### src/rtl/hazard_ctrl_pkg.sv
// Shared pipeline-control definitions: mult/div op encoding, Tuse/Tnew widths and
// the shadow-stage record used by the hazard controller.
package hazard_ctrl_pkg;

    localparam int unsigned TNEW_W = 3;
    localparam logic [TNEW_W-1:0] TUSE_NEVER = 3'd7;

    typedef enum logic [1:0] {
        MD_NONE = 2'b00,
        MD_MULT = 2'b01,
        MD_DIV  = 2'b10,
        MD_HILO = 2'b11
    } md_op_e;

    typedef struct packed {
        logic [4:0]        a3;
        logic              we;
        logic [TNEW_W-1:0] tnew;
    } stage_shadow_t;

    // Tnew counts down one per stage and saturates at 0.
    function automatic logic [TNEW_W-1:0] tnew_dec(input logic [TNEW_W-1:0] t);
        return (t != '0) ? t - 1'b1 : '0;
    endfunction

endpackage

### src/rtl/hazard_ctrl_stage_hazard_cmp.sv
// Combinational rs/rt data-hazard check of the D-stage instruction against one
// shadowed downstream stage.
module stage_hazard_cmp
    import hazard_ctrl_pkg::*;
(
    input  logic [4:0]        rs_i,
    input  logic [4:0]        rt_i,
    input  logic [TNEW_W-1:0] tuse_rs_i,
    input  logic [TNEW_W-1:0] tuse_rt_i,
    input  stage_shadow_t     stage_i,
    output logic              stall_rs_o,
    output logic              stall_rt_o
);

    // Tuse == Tnew is forwarded, so only a strictly later result stalls.
    always_comb begin
        stall_rs_o = stage_i.we && (stage_i.a3 == rs_i) && (rs_i != 5'd0) &&
                     (tuse_rs_i != TUSE_NEVER) && (tuse_rs_i < stage_i.tnew);
        stall_rt_o = stage_i.we && (stage_i.a3 == rt_i) && (rt_i != 5'd0) &&
                     (tuse_rt_i != TUSE_NEVER) && (tuse_rt_i < stage_i.tnew);
    end

endmodule

### src/rtl/hazard_ctrl.sv
// Stall/flush producer for the 5-stage pipeline: shadow E/M registers, Tuse/Tnew
// comparison and mult/div busy tracking. HAZARD_STALL_CNT_EN adds a stall counter.
module hazard_ctrl
    import hazard_ctrl_pkg::*;
#(
    parameter int unsigned MULT_CYC = 5,
    parameter int unsigned DIV_CYC  = 10
) (
    input  logic              clk,
    input  logic              reset,
    input  logic [4:0]        rs_D_I,
    input  logic [4:0]        rt_D_I,
    input  logic [TNEW_W-1:0] Tuse_rs_D_I,
    input  logic [TNEW_W-1:0] Tuse_rt_D_I,
    input  logic [4:0]        A3_D_I,
    input  logic              RegWrite_D_I,
    input  logic [TNEW_W-1:0] Tnew_D_I,
    input  logic [1:0]        md_op_D_I,
`ifdef HAZARD_STALL_CNT_EN
    output logic [31:0]       stall_cnt_O,
`endif
    output logic              Stall_O,
    output logic              Flush_DE_O
);

    localparam int unsigned MdMax  = (MULT_CYC > DIV_CYC) ? MULT_CYC : DIV_CYC;
    localparam int unsigned MdCntW = $clog2(MdMax + 1);

    stage_shadow_t     e_q, e_d, m_q, m_d;
    logic [MdCntW-1:0] md_cnt_q, md_cnt_d;
    logic              stall_rs_e, stall_rt_e, stall_rs_m, stall_rt_m;
    logic              md_busy, stall_md;

    stage_hazard_cmp u_cmp_e (
        .rs_i       (rs_D_I),
        .rt_i       (rt_D_I),
        .tuse_rs_i  (Tuse_rs_D_I),
        .tuse_rt_i  (Tuse_rt_D_I),
        .stage_i    (e_q),
        .stall_rs_o (stall_rs_e),
        .stall_rt_o (stall_rt_e)
    );

    stage_hazard_cmp u_cmp_m (
        .rs_i       (rs_D_I),
        .rt_i       (rt_D_I),
        .tuse_rs_i  (Tuse_rs_D_I),
        .tuse_rt_i  (Tuse_rt_D_I),
        .stage_i    (m_q),
        .stall_rs_o (stall_rs_m),
        .stall_rt_o (stall_rt_m)
    );

    always_comb begin
        md_busy    = (md_cnt_q != '0);
        stall_md   = (md_op_D_I != MD_NONE) && md_busy;
        Stall_O    = stall_rs_e | stall_rt_e | stall_rs_m | stall_rt_m | stall_md;
        Flush_DE_O = Stall_O;
    end

    // E mirrors the bubble injected into D/E; M always advances.
    always_comb begin
        e_d = '0;
        if (!Stall_O) begin
            e_d.a3   = A3_D_I;
            e_d.we   = RegWrite_D_I && (A3_D_I != 5'd0);
            e_d.tnew = tnew_dec(Tnew_D_I);
        end
        m_d      = e_q;
        m_d.tnew = tnew_dec(e_q.tnew);
    end

    always_comb begin
        md_cnt_d = md_cnt_q;
        if (!Stall_O && (md_op_D_I == MD_MULT)) begin
            md_cnt_d = MdCntW'(MULT_CYC);
        end else if (!Stall_O && (md_op_D_I == MD_DIV)) begin
            md_cnt_d = MdCntW'(DIV_CYC);
        end else if (md_busy) begin
            md_cnt_d = md_cnt_q - MdCntW'(1);
        end
    end

    always_ff @(posedge clk) begin
        if (reset) begin
            e_q      <= '0;
            m_q      <= '0;
            md_cnt_q <= '0;
        end else begin
            e_q      <= e_d;
            m_q      <= m_d;
            md_cnt_q <= md_cnt_d;
        end
    end

`ifdef HAZARD_STALL_CNT_EN
    logic [31:0] stall_cnt_q;

    always_ff @(posedge clk) begin
        if (reset) begin
            stall_cnt_q <= '0;
        end else if (Stall_O) begin
            stall_cnt_q <= stall_cnt_q + 32'd1;
        end
    end

    assign stall_cnt_O = stall_cnt_q;
`endif

endmodule

### config.mk
export PLATFORM = sky130hd
export DESIGN_NAME = hazard_ctrl
export DESIGN_NICKNAME = d
export VERILOG_FILES = /design/src/rtl/hazard_ctrl_pkg.sv /design/src/rtl/hazard_ctrl_stage_hazard_cmp.sv /design/src/rtl/hazard_ctrl.sv
export SDC_FILE = /design/constraint.sdc
export NUM_CORES = 1
export LEC_CHECK = 0
export CORE_MARGIN = 8
export CORE_UTILIZATION = 30
export DETAILED_ROUTE_END_ITERATION = 8
export PLACE_DENSITY = 0.57
export SYNTH_ARGS = -nofsm -noshare
export SYNTH_HDL_FRONTEND = slang
export SYNTH_SLANG_ARGS = --single-unit
### constraint.sdc
create_clock -name clk -period 2.05 [get_ports clk]
set_clock_uncertainty 0.1 [all_clocks]
set_input_delay 0.41 -clock clk [delete_from_list [all_inputs] [get_ports clk]]
set_output_delay 0.41 -clock clk [all_outputs]
set_load 0.005 [all_outputs]
==> results list <==
- The design draws 1900 uW.
- Max rail drop VDD: 0.360 mV
- Of the post-synthesis cell area, the dominant cell type holds 32.6%.
* Category of cells accounting for the largest share of critical-path delay: buffers and inverters
* Post-detail-place hpwl: 2.91 mm
- Crit Path Category: in -> out
- Launching point of the worst reg2reg path: e_q[2]
- Clock sink count: 22
- Setup slack after placement: -938 ps
* Chip Width: 83.1 um
- After clock tree synthesis, the clock-pin slew on the worst setup and hold paths is 70 ps.
* Remaining DRCs: 0
- Core box area: 4350 sq um
- The setup check on the worst reg-to-reg path leaves a slack of -140 ps.
* Wire per inst: 14.1 um
- In this run, distinct cell masters in the synthesized netlist total 34.
* Net count after synthesis: 188
- Detailed-route vias per instance: 4.71
- Clock tree synthesis inserted a total of 3 buffers.
- By area the synthesized netlist is led by dfxtp_1, ha_1, xor2_1.
* Series of cell instances along the critical path: clkdlybuf4s15_2, buf_4, xor2_1, nor3b_1, o2111ai_2, o221ai_2, or2_1, buf_2
* Routed Wire Length: 3.65 mm
* Synthesis-stage register bit count: 22
* Data required, critical path: 1540 ps
- The startpoint identified for the worst hold timing path is e_q[3].
- Total inserted antenna cells: 0
* Critical Path Sink Type: primary output
- Number of setup violations in the final report: 5
- Simple-Gate Fraction of Synth Area: 21.8%
- P per Cell Area: 920 nW/um^2
- Sequential element share of the synthesized area: 32.6%
- Of the total synthesized cell area, the portion taken by XOR and XNOR cells is 13.6%.
* Worst Max-Slew Pin Slew: 328 ps
- In this run the worst path has a maximum fanout of 3.
* Type of the tightest min-delay check: reg -> reg
* CTS tree: done
* Number of warnings printed during yosys synthesis: 0
- Compared with the post-synthesis result, the final layout area differs by 53.1%.
- Top cells by instance count after synthesis: dfxtp_1, xor2_1, inv_1
* Register-to-Register Path Depth: 9
* Outcome: complete, but fails checks
- The cell area that synthesis handed to floorplanning was 1350 sq um.
- Most instantiated flip-flop cell in the synthesis netlist: dfxtp_1
- Maximum level of the CTS H-tree: 1
* Yosys top cell by area: dfxtp_1
* Leakage: 0.000906 uW
* Complex-gate fraction of the synthesized area: 12.4%
- At the end of the flow, the number of nets in the layout was 251.
* Initial drt markers: 28
- Entering global routing, the biggest net connects 16 pins.
- Standard-cell row count: 24
- Reg2reg end: md_cnt_q[1]
- Among all cell types in the netlist, the one instantiated most often is dfxtp_1.
- In the final timing run, aggregate negative setup slack is -678 ps.
- Overall Global Routing Usage: 10.1%
- In this run the tool buffered the top-level ports with 30 buffer cells.
- For this configuration, the core starts out at a cell density of 31.0%.
- By area, the combinational part of the netlist is dominated by simple AND/OR/NAND/NOR gates.
- The count of nets left with antenna violations once routing finished came out at 0.
* Overflow after GRT: 0
- The number of buffers and inverters on the critical path is 3.
* Final estimated routing congestion in global placement: 0.773
- Final count of hold timing violations: 0
- Synthesis produced 145 cells.
* Vertical die dimension: 83.1 um
* Buffer type at the clock tree root: clkbuf_8
- Proportion of synthesized flip-flops having asynchronous set or reset: 0%
- Worst path setup slack after routing: -191 ps
* Count of max-cap constraint violations: 0
* Number of global-route vias before repair: 1306
- The synthesized design contains 0 enable-type register cells.
- The worst hold path terminates at m_q[3].
- CP peak stage delay: 250 ps
- Headroom to the max-slew limit came out at 77.9%.
* Boundary Pins: 31
* Total via count in the routed design: 1219
- Total instance count after detailed placement: 252
- STA puts the critical path data arrival time at 1730 ps.
- Worst hold slack: 391 ps
- Global-route wire length before repair: 6.01 mm
- The number of antenna violations at the first check in global routing came to 0.
* Post-synthesis adder-cell area fraction: 13.0%
- Post-route minimum period: 2240 ps
- Layout cell share with drive strength beyond 1: 39.6%
- Number of search-and-repair iterations in the first detailed-routing pass: 4
- For the worst-skew pair, the clock arrives at the later sink with an insertion delay of 270 ps.
- STA classifies the critical path startpoint as an input port.
* Final Instance Count excl. Fillers: 259
- Multiplexer cells account for 0.833% of the synthesized area.
- After layout, the worst path uses 109% of the clock period.
- In this run the mean area of a mapped cell was 9.32 sq um.
- RSZ-0062 raised after global routing: true
* Final number of max-transition violations: 0
* Cell depth of the worst hold path: 1
* Number of hold-repair buffers added at the cts stage: 0
* Full die area: 6910 sq um
- Master of the slowest instance on the critical path: nor3b_1
- Highest achievable clock rate: 446 MHz
- The clock passes through at most 2 buffers.
- Violated checks: setup timing
## registers in the layout, indices dropped and copies added (netlist names)
register and count:
m_q 9, e_q 9, md_cnt_q 4
## cell type report
type	count	area [sq um]
Timing Repair Buffer	61	498
Fill cell	414	2290
Clock buffer	4	55.1
Sequential cell	22	449
Inverter	16	62.6
Tap cell	52	65.1
Multi-Input combinational cell	104	938
## kinds of logic after synthesis
group | Yosys count
AOI/OAI and AO/OA | 22
DFF | 22
adders and majority gates | 14
and+or+nand+nor | 46
buffers and inverters | 19
xor gates and xnor gates | 21
muxes | 1
## metal layers
layer / wire, um / GRT usage [%] / vias to the layer above
li1: - / - / 622
met1: 1620 / 11.8 / 572
met2: 1890 / 18.0 / 21
met3: 98 / 1.86 / 4
met4: 37 / 2.88 / 0
met5: 0 / 0 / -
## where the power goes
part	switching [uW]	internal (uW)
Clock	148	171
Sequential	71.9	531
Combinational	433	547
## how the worst max path moves through the flow
stage / from / end / depth (start not counted)
detailed placement: rt_D_I[2] / Stall_O / 7
floorplan: rs_D_I[2] / Stall_O / 7
finish: rt_D_I[3] / Stall_O / 8
global route: e_q[8] / Stall_O / 6
global placement: rt_D_I[1] / Flush_DE_O / 7
CTS: e_q[5] / Stall_O / 6
## through the flow
step / instance area [sq um] / util, %
2_1_floorplan: 1350 / -
3_3_place_gp: 1910 / 43.8
3_5_place_dp: 1910 / 43.8
4_1_cts: 2010 / 46.1
5_1_grt: 2070 / 47.5
6_report: 2070 / 47.5
## layout by cell type (no fill, tap or decap), drive strengths merged, types with 2 or more instances in the layout
cell	count
a21boi	2
a21oi	7
a32oi	2
and2	5
buf	38
clkbuf	6
clkdlybuf4s15	5
clkdlybuf4s50	12
dfxtp	22
dlygate4sd2	4
ha	14
inv	16
nand2b	6
nor2	7
nor2b	6
nor3	7
nor4	7
o2111ai	3
o21ai	4
or3	2
xnor2	2
xor2	19
## timing repair
| item | in CTS | in global routing |
|---|---|---|
| endpoints found under the hold margin | 0 | 0 |
| pin swaps | 18 | 7 |
| endpoints found under the setup margin | 15 | 11 |
| resized for setup | 67 | 14 |
| setup buffers | 3 | 2 |
(Power assumes the default switching activity.)
